===== config.mk =====
export PLATFORM = sky130hd
export DESIGN_NAME = pc_sequencer
export DESIGN_NICKNAME = d
export VERILOG_FILES = /design/src/rtl/pc_sequencer.sv
export SDC_FILE = /design/constraint.sdc
export NUM_CORES = 1
export LEC_CHECK = 0
export BUFFER_PORTS_ARGS = -buffer_cell sky130_fd_sc_hd__buf_4
export CAP_MARGIN = 20
export CORE_MARGIN = 2
export CORE_UTILIZATION = 50
export CTS_CLUSTER_SIZE = 40
export DETAILED_ROUTE_END_ITERATION = 8
export PLACE_DENSITY = 0.72
export SLEW_MARGIN = 20
export SYNTH_ARGS = -nofsm -noshare
export SYNTH_HDL_FRONTEND = slang
export SYNTH_SLANG_ARGS = --single-unit

===== constraint.sdc =====
create_clock -name clk -period 6.44 [get_ports clk]
set_input_delay 0.966 -clock clk [delete_from_list [all_inputs] [get_ports clk]]
set_output_delay 0.966 -clock clk [all_outputs]
set_load 0.02 [all_outputs]

===== src/rtl/pc_sequencer.sv =====
// Program-counter sequencer for the fetch path: run/done/fault FSM, LUT-driven
// absolute/relative branches, and call/return through a small hardware return stack.
module pc_sequencer #(
  parameter int D  = 10,
  parameter int SD = 4
) (
  input  logic         clk,
  input  logic         reset,
  input  logic         start,
  input  logic         stall,
  input  logic         halt,
  input  logic         br_en,
  input  logic         br_rel,
  input  logic         call_en,
  input  logic         ret_en,
  input  logic [3:0]   br_idx,
  input  logic [D-1:0] lut_target,
  output logic [3:0]   lut_addr,
  output logic [D-1:0] prog_ctr,
  output logic         running,
  output logic         done,
  output logic         err
);

  localparam int SPW = $clog2(SD) + 1;
  localparam int IW  = SPW - 1;

  typedef enum logic [1:0] {IDLE, RUN, DONE, FAULT} state_t;

  state_t         state, state_nxt;
  logic [D-1:0]   pc_nxt;
  logic [SPW-1:0] sp, sp_nxt, sp_m1;
  logic [D-1:0]   stack [SD];
  logic           push;
  logic [D-1:0]   pc_inc;

  assign lut_addr = br_idx;
  assign pc_inc   = prog_ctr + D'(1);
  assign sp_m1    = sp - SPW'(1);

  // Next-state decode; strobes below the highest-priority active one are dropped.
  always_comb begin
    state_nxt = state;
    pc_nxt    = prog_ctr;
    sp_nxt    = sp;
    push      = 1'b0;
    unique case (state)
      IDLE, DONE: begin
        if (start) begin
          state_nxt = RUN;
          pc_nxt    = '0;
          sp_nxt    = '0;
        end
      end
      RUN: begin
        if (stall) begin
          state_nxt = RUN;
        end else if (halt) begin
          state_nxt = DONE;
        end else if (ret_en) begin
          if (sp == '0) begin
            state_nxt = FAULT;
          end else begin
            sp_nxt = sp_m1;
            pc_nxt = stack[sp_m1[IW-1:0]];
          end
        end else if (call_en) begin
          if (sp == SPW'(SD)) begin
            state_nxt = FAULT;
          end else begin
            push   = 1'b1;
            sp_nxt = sp + SPW'(1);
            pc_nxt = lut_target;
          end
        end else if (br_en) begin
          pc_nxt = br_rel ? (prog_ctr + lut_target) : lut_target;
        end else begin
          pc_nxt = pc_inc;
        end
      end
      FAULT: begin
        state_nxt = FAULT;
      end
      default: begin
        state_nxt = IDLE;
      end
    endcase
  end

  always_ff @(posedge clk) begin
    if (reset) begin
      state    <= IDLE;
      prog_ctr <= '0;
      sp       <= '0;
    end else begin
      state    <= state_nxt;
      prog_ctr <= pc_nxt;
      sp       <= sp_nxt;
    end
  end

  // Return stack contents are don't-care after reset, so no reset term here.
  always_ff @(posedge clk) begin
    if (push && !reset) begin
      stack[sp[IW-1:0]] <= pc_inc;
    end
  end

  assign running = (state == RUN);
  assign done    = (state == DONE);
  assign err     = (state == FAULT);

endmodule


==> impl_metrics.ini, run 1 <==
[synth]
yosysTopAreaCell = edfxtp_1
synthArstFlopShare = 0
synthAdderAreaFrac = 0.0681
synth_top_family_by_area = compound AO/OA/AOI/OAI gates
syn_nets = 346
synth_flop_cell = edfxtp_1
synth_compound_area_frac = 0.161
synth_area_um2 = 3230
synth-seq-cells = 55
synthTopCellsByArea = edfxtp_1 (37%), dfxtp_1 (9.3%), mux4_2 (7.0%)
synthCells = 306
synthMuxAreaShare = 0.0824
avgSynthCellArea_um2 = 10.6
synth_edf_count = 40
seq_area_frac_synth = 0.464
yosys.area.top_type_share = 0.371
synthXorXnorAreaFrac = 0.0298
synth-simple-area-share = 0.155
synth_cell_types = 54
yosysWarnings = 0

[die]
row_count = 29
coreArea_um2 = 6310
start_util = 0.512
io_pins = 40
die_x_um = 84.4
fp.dieH_um = 84.4
dieArea_um2 = 7130

[placed_design]
gp_congestion = 0.888
dp_hpwl_um = 5220
place.port_buffers = 31

[clock_network]
htree_levels = 2
clock_latency_ns = 0.31
clkTransAtPathRegs_ns = 0.09
numCtsBuffers = 5
clockBufferDepth = 2
cts_sinks = 55
post_cts_buffers = 0
cts_resized = 0
cts_tree = done
hold_buffers = 0
clock_tree.root_cell = clkbuf_8

[route]
firstDrtPassIters = 4
via_per_inst = 5.99
vias = 2437
wl_per_cell_um = 17.3
routed_wl_um = 7060
drtAntennaViolNets = 0
drc_errors = 0
drt_iter0_markers = 182

[global_route]
grt_pass1_wl_um = 12000
track_usage = 0.211
grt_start_max_net_pins = 21
antenna_found_initial = 0
grt_overflow_total = 0
grt_pass1_vias = 2427

[worst_setup_path]
crit_type = flip-flop to flip-flop
end_kind = flip-flop
critPathMaxFanout = 14
r2r_start = sp[0]$_SDFFE_PP0P_
r2r_slack_ns = 3.55
rr_endpoint = stack[0][3]$_DFFE_PP_
endpoint = stack[0][3]$_DFFE_PP_
r2r_cells = 5
cp.arrival_ns = 2.85
startpoint = sp[0]$_SDFFE_PP0P_
required_ns = 6.39
startpoint_type = flip-flop

[sta]
finalSetupTns_ns = 0
worst_slew_pin_slew_ns = 0.744
period_needed_ns = 2.89
hold_viol_final = 0
finalCritPeriodShare = 0.449
fmax_ghz = 0.346
setup_viol = 0
drv_slew = 0
slew-limit-headroom = 0.503
fin_skew_ns = 0.00574
rsz0062_at_grt = no

[run_status]
status = complete, no violations

[final_layout]
nets = 369
mostFrequentLayoutCell = edfxtp_1
drive_above_1_share = 0.155
area_delta_synth_final_pct = 10.6
utilization = 0.566
n_antenna_cell = 0
mostFrequentLayoutCells = edfxtp_1 (40), nand2_1 (32), buf_4 (31), nor2_1 (24), o21ai_0 (21)

[min_path]
min_path_type = flip-flop to flip-flop

[pwr]
ir_drop_mv = 0.106
pwr_density_cell_nw_per_um2 = 182
p_total_uw = 652
p_leak_uw = 0.00131

[flow_run]
drv_cap = 0
where the power goes:
group,total [µW],internal (µW),switching (µW)
logic,76.9,32.3,44.6
registers,382,378,4.17
clock network,193,78.4,115
synth_stat cells, types with 8 or more instances:
master	n
o21ai_0	21
edfxtp_1	40
a21oi_1	15
xnor2_1	8
dfxtp_1	15
nor2_1	24
ha_1	16
nand2_1	32
nand2b_1	12
inv_1	13
mux4_2	10
worst max-delay path, stage by stage (launching register included):
cell and delay (ns):
dfxtp_1 0.81, inv_1 0.20, ha_1 0.30, ha_1 0.23, nor4_1 0.48, and2_1 0.52
per-layer routing:
metal | global-route usage | share of wire
met5 | 0 | 0
met4 | 0.0707 | 0.013
met3 | 0.0374 | 0.038
met2 | 0.316 | 0.45
met1 | 0.313 | 0.50
metrics by stage:
stage | worst slack, ns | hold slack, ns | area [µm²] | std cells
floorplan | 3.78 | 0.465 | 3230 | 306
global placement | 3.43 | 0.486 | 3490 | 399
detailed placement | 3.41 | 0.494 | 3490 | 399
CTS | 3.52 | 0.509 | 3580 | 407
global route | 3.24 | 0.551 | 3580 | 407
finish | 3.55 | 0.509 | 3580 | 407
flip-flops by register name, indices dropped and copies added, names as in the netlist:
register,cells
prog_ctr,10
sp,3
state,2
stack,40
how the worst min path moves through the flow:
stage	cells after the start	start	slack, ns	endpoint
after detailed placement	2	sp[2]$_SDFFE_PP0P_	0.49	sp[2]$_SDFFE_PP0P_
after floorplan	2	sp[1]$_SDFFE_PP0P_	0.46	sp[1]$_SDFFE_PP0P_
after global routing	2	sp[1]$_SDFFE_PP0P_	0.55	sp[1]$_SDFFE_PP0P_
after global placement	2	sp[1]$_SDFFE_PP0P_	0.49	sp[1]$_SDFFE_PP0P_
after CTS	2	sp[2]$_SDFFE_PP0P_	0.51	sp[2]$_SDFFE_PP0P_
final	2	sp[1]$_SDFFE_PP0P_	0.51	sp[1]$_SDFFE_PP0P_
logic make-up (layout without fill, tap and decap cells):
group                      after synthesis  in the layout
DFF                                     55             55
xor gates and xnor gates                11             11
muxes                                   14             14
buffers and inverters                   29             53
and+or+nand+nor                        101            101
AOI/OAI and AO/OA                       79             79
adders and majority gates               17             17
layout make-up:
type	count	area, µm²
multi-input combinational	222	1600
fill	536	2740
clock inverter	2	16.3
sequential	55	1500
inverter	14	52.6
timing repair buffer	31	233
tap	77	96.3
clock buffer	6	72.6
Power figures use the tool's default switching activity.
==> run 2, diff against run 1 <==
- PLACE_DENSITY: 0.72 -> 0.75
- clock period: 6.44 -> 2.65 ns (I/O delays scaled with it)
==> run 2 against run 1 <==
Effect of this change:
- sequential cell count stayed put
- critical endpoint is now prog_ctr[9]$_SDFFE_PP0P_
- via count up 2.2%
- largest power group unchanged
- clock power grew to 2.5 times the previous value
- sequential share of layout area decreased by 0.65 points
==> impl_metrics.ini, run 2 (synthesis gave the netlist of run 1 again) <==
[sta]
finalCritPeriodShare = 0.865
period_needed_ns = 2.29
fmax_ghz = 0.436
rsz0062_at_grt = no
worst_slew_pin_slew_ns = 0.703
hold_viol_final = 0
fin_skew_ns = 0.00677
slew-limit-headroom = 0.532
finalSetupTns_ns = 0
setup_viol = 0
timing.final.ws_setup_ns = 0.359
drv_slew = 0

[clock_network]
htree_levels = 2
clkTransAtPathRegs_ns = 0.11
numCtsBuffers = 5
clockBufferDepth = 2
hold_buffers = 0
cts_sinks = 55
cts_resized = 0
post_cts_buffers = 0
clock_latency_ns = 0.31
cts_tree = done
clock_tree.root_cell = clkbuf_8

[placed_design]
dp_hpwl_um = 5390
gp_congestion = 0.889
place.port_buffers = 31
place_area_um2 = 3540
dp_slack_ns = 0.333

[worst_setup_path]
slowest_stage = a21oi_1
startpoint_type = flip-flop
crit_type = flip-flop to flip-flop
cp_cell_sequence = inv_1 > ha_1 > ha_1 > nand3b_1 > a21o_1 > a21oi_1 > nand2_1 > o21ai_0 > o221a_1
r2r_start = sp[1]$_SDFFE_PP0P_
critPathMaxFanout = 7
startpoint = sp[1]$_SDFFE_PP0P_
required_ns = 2.91
endpoint = prog_ctr[9]$_SDFFE_PP0P_
path_common_cell = ha_1
cpPeakStageDelay_ns = 0.58
r2r_cells = 9
end_kind = flip-flop
r2r_slack_ns = 0.36
rr_endpoint = prog_ctr[9]$_SDFFE_PP0P_
cp.arrival_ns = 2.55

[final_layout]
n_antenna_cell = 0
num-fill-cells = 538
mostFrequentLayoutCells = edfxtp_1 (40), buf_4 (38), nand2_1 (32), nor2_1 (24), o21ai_0 (21)
final_cell_area_um2 = 3630
mostFrequentLayoutCell = edfxtp_1
drive_above_1_share = 0.172
seq_area_um2 = 1500
area_delta_synth_final_pct = 12.3
largest_register_ff_count = 40
nets = 376
multi_input_area_um2 = 1600

[global_route]
grt_pass1_wl_um = 12000
antenna_found_initial = 0
track_usage = 0.215
grt_overflow_total = 0
grt_pass1_vias = 2377
grt_start_max_net_pins = 21

[route]
vias = 2491
drt_iter0_markers = 150
drc_errors = 0
firstDrtPassIters = 4
wl_per_cell_um = 17.7
via_per_inst = 6.02
drtAntennaViolNets = 0
routed_wl_um = 7330

[die]
start_util = 0.512
dieArea_um2 = 7130
row_count = 29
io_pins = 40
coreArea_um2 = 6310
fp.dieH_um = 84.4
die_x_um = 84.4

[min_path]
min_path_type = input pin to flip-flop

[run_status]
status = complete, no violations

[pwr]
pwr_density_cell_nw_per_um2 = 442
ir_drop_mv = 0.239
p_leak_uw = 0.00136

[flow_run]
drv_cap = 0
[run 2: through the flow]
step / util / hold slack (ns) / total power, µW / std cells
floorplan: - / 0.465 / 1080 / 306
global placement: 0.561 / 0.483 / 1130 / 406
detailed placement: 0.561 / 0.499 / 1140 / 406
CTS: 0.575 / 0.282 / 1610 / 414
global route: 0.575 / 0.289 / 1680 / 414
finish: 0.575 / 0.288 / 1600 / 414
[run 2: report_power, final]
| group | internal, µW | leakage [µW] | switching (µW) | total [µW] |
|---|---|---|---|---|
| logic | 80.5 | 0.000812 | 113 | 193 |
| registers | 919 | 0.000499 | 8.11 | 927 |
| clock network | 192 | 0.0000477 | 293 | 485 |
| total | 1190 | 0.00136 | 414 | 1600 |
[run 2: worst min path at each step]
stage	from	to	depth (start not counted)	slack [ns]
after floorplan	sp[1]$_SDFFE_PP0P_	sp[1]$_SDFFE_PP0P_	2	0.46
after global placement	sp[2]$_SDFFE_PP0P_	sp[2]$_SDFFE_PP0P_	2	0.48
after detailed placement	sp[1]$_SDFFE_PP0P_	sp[1]$_SDFFE_PP0P_	2	0.50
after CTS	halt	state[0]$_SDFFE_PP0P_	2	0.28
after global routing	halt	state[0]$_SDFFE_PP0P_	2	0.29
final	halt	state[0]$_SDFFE_PP0P_	2	0.29
[run 2: worst max-delay path, delay by kind of cell, from the launching register on]
| family | cells | cell delay [ns] |
|---|---|---|
| DFF | 1 | 0.36 |
| buffers and inverters | 1 | 0.09 |
| and+or+nand+nor | 2 | 0.29 |
| adders and majority gates | 2 | 0.42 |
| AOI/OAI and AO/OA | 4 | 1.08 |
[run 2: cell type report]
cell class                 count  share of cell area
timing repair buffer          38              0.0785
clock inverter                 3             0.00654
clock buffer                   5              0.0189
inverter                      14              0.0145
multi-input combinational    222               0.442
sequential                    55               0.413
tap                           77              0.0265
[run 2: layer usage]
layer,track usage,vias up,wire (µm)
li1,-,1205,-
met1,0.305,1209,3370
met2,0.340,68,3540
met3,0.0462,9,356
met4,0.0534,0,68
met5,0,-,0
